$ cat config.mk
export PLATFORM = sky130hd
export DESIGN_NAME = mult_div_unit
export DESIGN_NICKNAME = d
export VERILOG_FILES = /design/src/rtl/mult_div_unit.sv
export SDC_FILE = /design/constraint.sdc
export NUM_CORES = 1
export LEC_CHECK = 0
export ABC_AREA = 1
export BUFFER_PORTS_ARGS = -buffer_cell sky130_fd_sc_hd__buf_2
export CAP_MARGIN = 0
export CORE_ASPECT_RATIO = 0.75
export CORE_MARGIN = 8
export CORE_UTILIZATION = 25
export CTS_BUF_LIST = sky130_fd_sc_hd__clkbuf_4 sky130_fd_sc_hd__clkbuf_8 sky130_fd_sc_hd__clkbuf_16
export CTS_CLUSTER_DIAMETER = 80
export DETAILED_ROUTE_END_ITERATION = 10
export GPL_TIMING_DRIVEN = 0
export PLACE_DENSITY = 0.51
export SYNTH_ARGS = -nofsm -noshare
export SYNTH_HDL_FRONTEND = slang
export SYNTH_SLANG_ARGS = --single-unit
$ cat constraint.sdc
create_clock -name clock -period 2.6 [get_ports clock]
set_input_delay 0.26 -clock clock [delete_from_list [all_inputs] [get_ports clock]]
set_output_delay 0.26 -clock clock [all_outputs]
set_load 0.005 [all_outputs]
$ cat src/rtl/mult_div_unit.sv
// Iterative WIDTH-bit multiply/divide unit: shift-add multiply, restoring divide, HI/LO results.
// Define MULTDIV_SIGNED_EN for two's-complement (mult/div) semantics; otherwise multu/divu.
module mult_div_unit #(
    parameter int WIDTH = 32
) (
    input  logic             clock,
    input  logic             RESET_in,
    input  logic             MultOp,
    input  logic             DivOp,
    input  logic [WIDTH-1:0] A,
    input  logic [WIDTH-1:0] B,
    output logic [WIDTH-1:0] HI,
    output logic [WIDTH-1:0] LO,
    output logic             busy,
    output logic             done,
    output logic             Div0
);
    // state | meaning
    // IDLE  | waiting for MultOp/DivOp
    // MULT  | shift-add iterations
    // DIV   | restoring-division iterations
    // FIX   | sign fix-up, HI/LO write, done pulse
    typedef enum logic [1:0] {IDLE, MULT, DIV, FIX} state_t;

    localparam int CW = $clog2(WIDTH);

    state_t             state, state_nxt;
    logic [CW-1:0]      cnt;
    logic [2*WIDTH-1:0] acc;
    logic [WIDTH-1:0]   opnd;
    logic [WIDTH-1:0]   mag_a, mag_b;
    logic [WIDTH:0]     msum, dshift, ddiff;
    logic [WIDTH-1:0]   res_hi, res_lo;
    logic               last_iter, start_mult, start_div, div_zero;

`ifdef MULTDIV_SIGNED_EN
    logic sign_a, sign_b, op_div;
    assign mag_a = A[WIDTH-1] ? (~A + 1'b1) : A;
    assign mag_b = B[WIDTH-1] ? (~B + 1'b1) : B;
`else
    assign mag_a = A;
    assign mag_b = B;
`endif

    assign last_iter  = (cnt == CW'(WIDTH-1));
    assign start_mult = (state == IDLE) && MultOp;
    assign start_div  = (state == IDLE) && DivOp && !MultOp && (B != '0);
    assign div_zero   = (state == IDLE) && DivOp && !MultOp && (B == '0);
    assign busy       = (state != IDLE);

    // multiply step: add multiplicand into upper half when the multiplier LSB is set
    assign msum   = {1'b0, acc[2*WIDTH-1:WIDTH]} + (acc[0] ? {1'b0, opnd} : '0);
    // divide step: {rem, quo} << 1, then trial-subtract the divisor
    assign dshift = {acc[2*WIDTH-1:WIDTH], acc[WIDTH-1]};
    assign ddiff  = dshift - {1'b0, opnd};

    always_comb begin
        res_hi = acc[2*WIDTH-1:WIDTH];
        res_lo = acc[WIDTH-1:0];
`ifdef MULTDIV_SIGNED_EN
        if (op_div) begin
            if (sign_a ^ sign_b) res_lo = ~acc[WIDTH-1:0] + 1'b1;
            if (sign_a)          res_hi = ~acc[2*WIDTH-1:WIDTH] + 1'b1;
        end else if (sign_a ^ sign_b) begin
            {res_hi, res_lo} = ~acc + 1'b1;
        end
`endif
    end

    always_comb begin
        state_nxt = state;
        case (state)
            IDLE:      if (start_mult) state_nxt = MULT;
                       else if (start_div) state_nxt = DIV;
            MULT, DIV: if (last_iter) state_nxt = FIX;
            FIX:       state_nxt = IDLE;
            default:   state_nxt = IDLE;
        endcase
    end

    always_ff @(posedge clock or negedge RESET_in) begin
        if (!RESET_in) state <= IDLE;
        else           state <= state_nxt;
    end

    always_ff @(posedge clock or negedge RESET_in) begin
        if (!RESET_in) begin
            cnt    <= '0;
            acc    <= '0;
            opnd   <= '0;
            HI     <= '0;
            LO     <= '0;
            done   <= 1'b0;
            Div0   <= 1'b0;
`ifdef MULTDIV_SIGNED_EN
            sign_a <= 1'b0;
            sign_b <= 1'b0;
            op_div <= 1'b0;
`endif
        end else begin
            done <= 1'b0;
            case (state)
                IDLE: begin
                    cnt <= '0;
                    if (start_mult || start_div) begin
                        acc  <= {{WIDTH{1'b0}}, (start_div ? mag_a : mag_b)};
                        opnd <= start_div ? mag_b : mag_a;
                        Div0 <= 1'b0;
`ifdef MULTDIV_SIGNED_EN
                        sign_a <= A[WIDTH-1];
                        sign_b <= B[WIDTH-1];
                        op_div <= start_div;
`endif
                    end else if (div_zero) begin
                        Div0 <= 1'b1;
                    end
                end
                MULT: begin
                    acc <= {msum, acc[WIDTH-1:1]};
                    cnt <= cnt + 1'b1;
                end
                DIV: begin
                    acc <= {(ddiff[WIDTH] ? dshift[WIDTH-1:0] : ddiff[WIDTH-1:0]),
                            acc[WIDTH-2:0], ~ddiff[WIDTH]};
                    cnt <= cnt + 1'b1;
                end
                FIX: begin
                    HI   <= res_hi;
                    LO   <= res_lo;
                    done <= 1'b1;
                end
                default: ;
            endcase
        end
    end
endmodule

; ---- Word level (Yosys, flattened, before mapping)
; Cells that the tools add are included.
[totals]
regBits = 169
[classes]
addsub = 3
eq_ne = 7
n_mux = 14
n_bitwise = 1
n_reduce_logical = 19
[ops]
columns = op, count
row1 = $pmux W64 S3, 1
row2 = $mux W32, 4
row3 = $mux W64, 1
row4 = $add A32 B32 Y33, 1
row5 = $sub A33 B32 Y33, 1
row6 = $logic_not A32 Y1, 1
row7 = $reduce_bool A32 Y1, 1
row8 = $pmux W5 S2, 1
row9 = $reduce_and A2 Y1, 4
row10 = $mux W2, 3
row11 = $pmux W2 S3, 1
row12 = $reduce_bool A2 Y1, 3
row13 = $add A5 B1 Y5 const B, 1
row14 = $eq A5 B5 Y1 const B, 1
row15 = $logic_and A1 B1 Y1, 5
row16 = $eq A2 B2 Y1 const B, 2
row17 = $ne A2 B1 Y1 const B, 2
row18 = $mux W1, 3
row19 = $ne A3 B3 Y1 const B, 1
row20 = $reduce_bool A3 Y1, 1
row21 = $eq A2 B1 Y1 const B, 1
row22 = $logic_not A2 Y1, 1
row23 = $reduce_or A2 Y1, 1
row24 = $logic_not A1 Y1, 1
row25 = 2 further kinds, 2

; ---- Depth between registers and ports, before layout
[logic_depth]
ltp_word = 7
depth_mapped = 22
mapped_depth_nobuf = 20

; ---- Worst setup path before layout
; No wires, ideal clock.
[synth_path]
kind = register to register
startpoint = reg acc[31]
endpoint = reg acc[51]
arrival_time_ps = 2371
t_required_ps = 2483
slack_ps = 113
stages_incl_launch_ff = 20
path_buffers = 1
period_less_slack_ps = 2487
cell_sequence = dfrtp_1 -> inv_1 -> ha_1 -> inv_1 -> fa_1 -> nand2_1 -> nand2_1 -> nand3b_1 -> nand2_1 -> nand2_1 -> nand2_1 -> nand2_1 -> nand2_1 -> nand2_2 -> clkbuf_1 -> nand3_1 -> nand3_1 -> nand2_1 -> nand2_1 -> nand2_1
[synth_via]
elab_chain_cells = 3
[synth_rtl]
columns = item, line
row1 = from (decl), 29  ; logic [2*WIDTH-1:0] acc;
row2 = from (signal assigned), 106  ; acc <= {{WIDTH{1'b0}}, (start_div ? mag_a : mag_b)};
row3 = from (signal assigned), 119  ; acc <= {msum, acc[WIDTH-1:1]};
row4 = from (signal assigned), 123  ; acc <= {(ddiff[WIDTH] ? dshift[WIDTH-1:0] : ddiff[WIDTH-1:0]),
row5 = $sub A33 B32 Y33, 55  ; assign ddiff = dshift - {1'b0, opnd};
row6 = $mux W32, 123
row7 = $pmux W64 S3, 102  ; case (state)
; Every way passes these cells.
; A chain may end at the register's enable or synchronous reset.

; ---- Worst setup path after layout
[layout_path]
startpoint = reg acc[0]
endpoint = reg acc[57]
[layout_via]
elab_chain_cells = 3
[layout_rtl]
columns = item, line
row1 = $mux W32, 52  ; assign msum = {1'b0, acc[2*WIDTH-1:WIDTH]} + (acc[0] ? {1'b0, opnd} : '0);
row2 = $add A32 B32 Y33, 52
row3 = $pmux W64 S3, 102
; Every way passes these cells.

==> impl_metrics.json <==
{
  "finalHoldViolCount": 0,
  "rsz0062_at_grt": "yes",
  "violations": "setup timing",
  "hp-class": "in2reg",
  "postRouteAntennaNets": 0,
  "synth_async_sr_flop_share": 1.000,
  "cp-start-kind": "flop",
  "worstHoldEndpoint": "opnd[14]",
  "synth.area.mux_share": 0,
  "yosysWarnings": 0,
  "holdWs_ns": 0.1098,
  "syn_area_sq_um": 13230,
  "antenna_cells": 0,
  "r2r-start": "acc[0]",
  "core-area_sq_um": 52610,
  "worst_pin_slew_ns": 1.093,
  "grtUsageMet1": 0.3045,
  "synth_top_cell_area_share": 0.3196,
  "p_leak_nw": 8.866,
  "gp_congestion": 0.9213,
  "finalSetupViolCount": 17,
  "drcViolationCount": 0,
  "synth_area_leaders": "dfrtp_1 32%, nand2_1 24%, inv_1 8.3%",
  "drive_above_1_share": 0.1984,
  "worst_slack_ns": -0.07644,
  "antenna_found_initial": 4,
  "ir_worst_vdd_v": 0.0005548,
  "synthSimpleGateAreaFrac": 0.3579,
  "hold_path_depth": 3,
  "timing.critical_path.from": "acc[0]",
  "cts-buffers-inserted": 17,
  "clkTransAtPathRegs_ns": 0.07,
  "synth-xor-area-share": 0.007280,
  "timing.rr.end": "acc[57]",
  "status": "finished, violations left",
  "viasPerCell": 4.890,
  "totalWireLength_um": 59990,
  "clock-root-buffer": "clkbuf_16",
  "grtUsageMet3": 0.05056,
  "grt_pass1_wl_um": 88180,
  "boundaryPins": 135,
  "post-route-min-period_ns": 2.676,
  "slew_headroom": 0.2716,
  "power.density_nw_per_um2": 1354,
  "syn_to_final_growth_pct": 28.24,
  "first_global_vias": 13780,
  "critical_path_class": "reg2reg",
  "cts_tree": "done",
  "syn_avg_cell_area_sq_um": 6.245,
  "endpoint_kind": "flop",
  "power.total_w": 0.02298,
  "synth_compound_area_frac": 0.1372,
  "grt_usage": 0.1920,
  "vias": 14820,
  "die_y_um": 215.3,
  "synth_fp_nets": 2260,
  "drv_slew": 0,
  "worstHoldStart": "B[14]",
  "die-area_sq_um": 60630,
  "synthAdderAreaFrac": 0.07015,
  "fp.dieW_um": 281.7,
  "start_util": 0.2515,
  "cts_buffer_depth": 2,
  "ys_ff_latch": 169,
  "insertion_delay_ns": 0.46,
  "core.rowCount": 73,
  "ys_seq_area_frac": 0.3196,
  "gr-usage-met2": 0.2530,
  "drt-wirelength-per-cell_um": 19.80,
  "synth_edf_count": 0,
  "fin_skew_ns": 0.02044,
  "cp_max_fo": 10,
  "grt_max_degree": 112,
  "min_period_over_period": 1.029,
  "fin_nets": 2447,
  "cts_sinks": 169,
  "maxCapViolations": 0,
  "top_usage_layer": "met1",
  "ys.flop_type": "dfrtp_1",
  "hpwl_um": 49340,
  "drt_pass1_iterations": 8,
  "synth_top_cell_by_area": "dfrtp_1",
  "synthTopCellsByCount": "832 x nand2_1, 291 x inv_1, 169 x dfrtp_1, 154 x o21ai_0, 145 x nor2_1",
  "reg2reg_depth": 15,
  "r2r_setup_slack_ns": -0.08,
  "netlist_instances": 2119,
  "worstPathRequired_ns": 2.95,
  "clock.fmax_ghz": 0.3736,
  "synth_top_family_by_area": "simple AND/OR/NAND/NOR gates",
  "crit_arrival_ns": 3.02,
  "yosysUniqueCellTypes": 38,
  "drtIter0Drc": 1546,
  "synth_most_common_cell": "nand2_1",
  "cts_htree_levels": 4,
  "portBuffers": 134,
  "gr-total-overflow": 0
}
## layout make-up
type	instances	area (sq um)
fillers	5916	35640
multi-input cells	1580	8755
flip-flops and latches	169	4238
inverters	293	1104
repair buffers	172	1032
well taps	712	890.9
clock buffers	19	440.4
plain buffers	73	395.4
clock inverters	12	116.4
## routing by layer
layer  vias to the layer above  share of wire
met5                         -        0.00022
met4                         2          0.012
met3                        41          0.090
met2                       530           0.39
met1                      7109           0.51
li1                       7136              -
## power by group
group	total (W)	switching, W	internal (W)
clock	0.00260	0.00125	0.00135
combinational	0.0155	0.0101	0.00535
sequential	0.00488	0.00109	0.00379
## state kept, by name (all words and copies together) (netlist names)
name / count
LO: 32
opnd: 32
cnt: 5
done: 1
acc: 64
state: 2
HI: 32
Div0: 1
## timing repair
item	in CTS	in global routing
gates cloned	1	1
pin swaps	20	43
gates resized for setup	135	176
hold buffers	1	0
setup buffers	23	11
hold endpoints to repair	58	0
endpoints found under the setup margin	98	55
## worst max-delay path by stage
| stage | endpoint | slack [ns] |
|---|---|---|
| after global routing | acc[62] | -0.17 |
| final | acc[57] | -0.08 |
| after floorplan | acc[51] | 0.11 |
| after CTS | acc[61] | -0.06 |
| after global placement | acc[8] | -1.63 |
| after detailed placement | acc[61] | -1.33 |
## per-stage QoR
step | instance area (sq um) | cells | TNS (ns) | utilization | setup slack [ns]
after detailed placement | 14830 | 2966 | -52.57 | 0.2819 | -1.328
after global routing | 16970 | 3030 | -3.829 | 0.3226 | -0.1727
after CTS | 16100 | 3019 | -0.1320 | 0.3060 | -0.05791
after global placement | 14800 | 2965 | -318.76 | 0.2812 | -1.629
after floorplan | 13230 | 2119 | 0 | - | 0.1125
final | 16970 | 3030 | -0.4128 | 0.3226 | -0.07644
## kinds of logic after synthesis
| group | count (synthesis) |
|---|---|
| simple gates | 1171 |
| fa+ha+maj | 73 |
| compound gates | 325 |
| flops | 169 |
| buf+inv | 370 |
| xor+xnor | 11 |
## placed cells by master, fill, tap and decap left out, types with 12 or more instances in the layout
master / count
nand2_2: 51
nand4_1: 12
clkbuf_16: 18
a21oi_1: 57
buf_2: 149
a21oi_2: 22
o22ai_1: 48
ha_4: 33
nand3b_1: 23
ha_1: 30
buf_4: 32
nor2_2: 19
o21ai_0: 142
nor2_1: 121
nand3_2: 28
dfrtp_1: 162
nand3_1: 98
clkbuf_1: 35
a221oi_1: 15
inv_1: 284
nand2_1: 767
## worst max-delay path: stages, from the launching register on
cell      delay (ns)
dfrtp_2         0.46
clkbuf_4        0.22
nand2_1         0.14
inv_1           0.06
ha_1            0.35
nand2_1         0.18
nor2_4          0.17
nand2_1         0.14
nor3_1          0.21
nand2_2         0.15
nand2_1         0.10
nand2_1         0.05
nand3_1         0.11
nand2_2         0.09
nand2_1         0.07
nand2_1         0.05
Power figures use the tool's default switching activity.
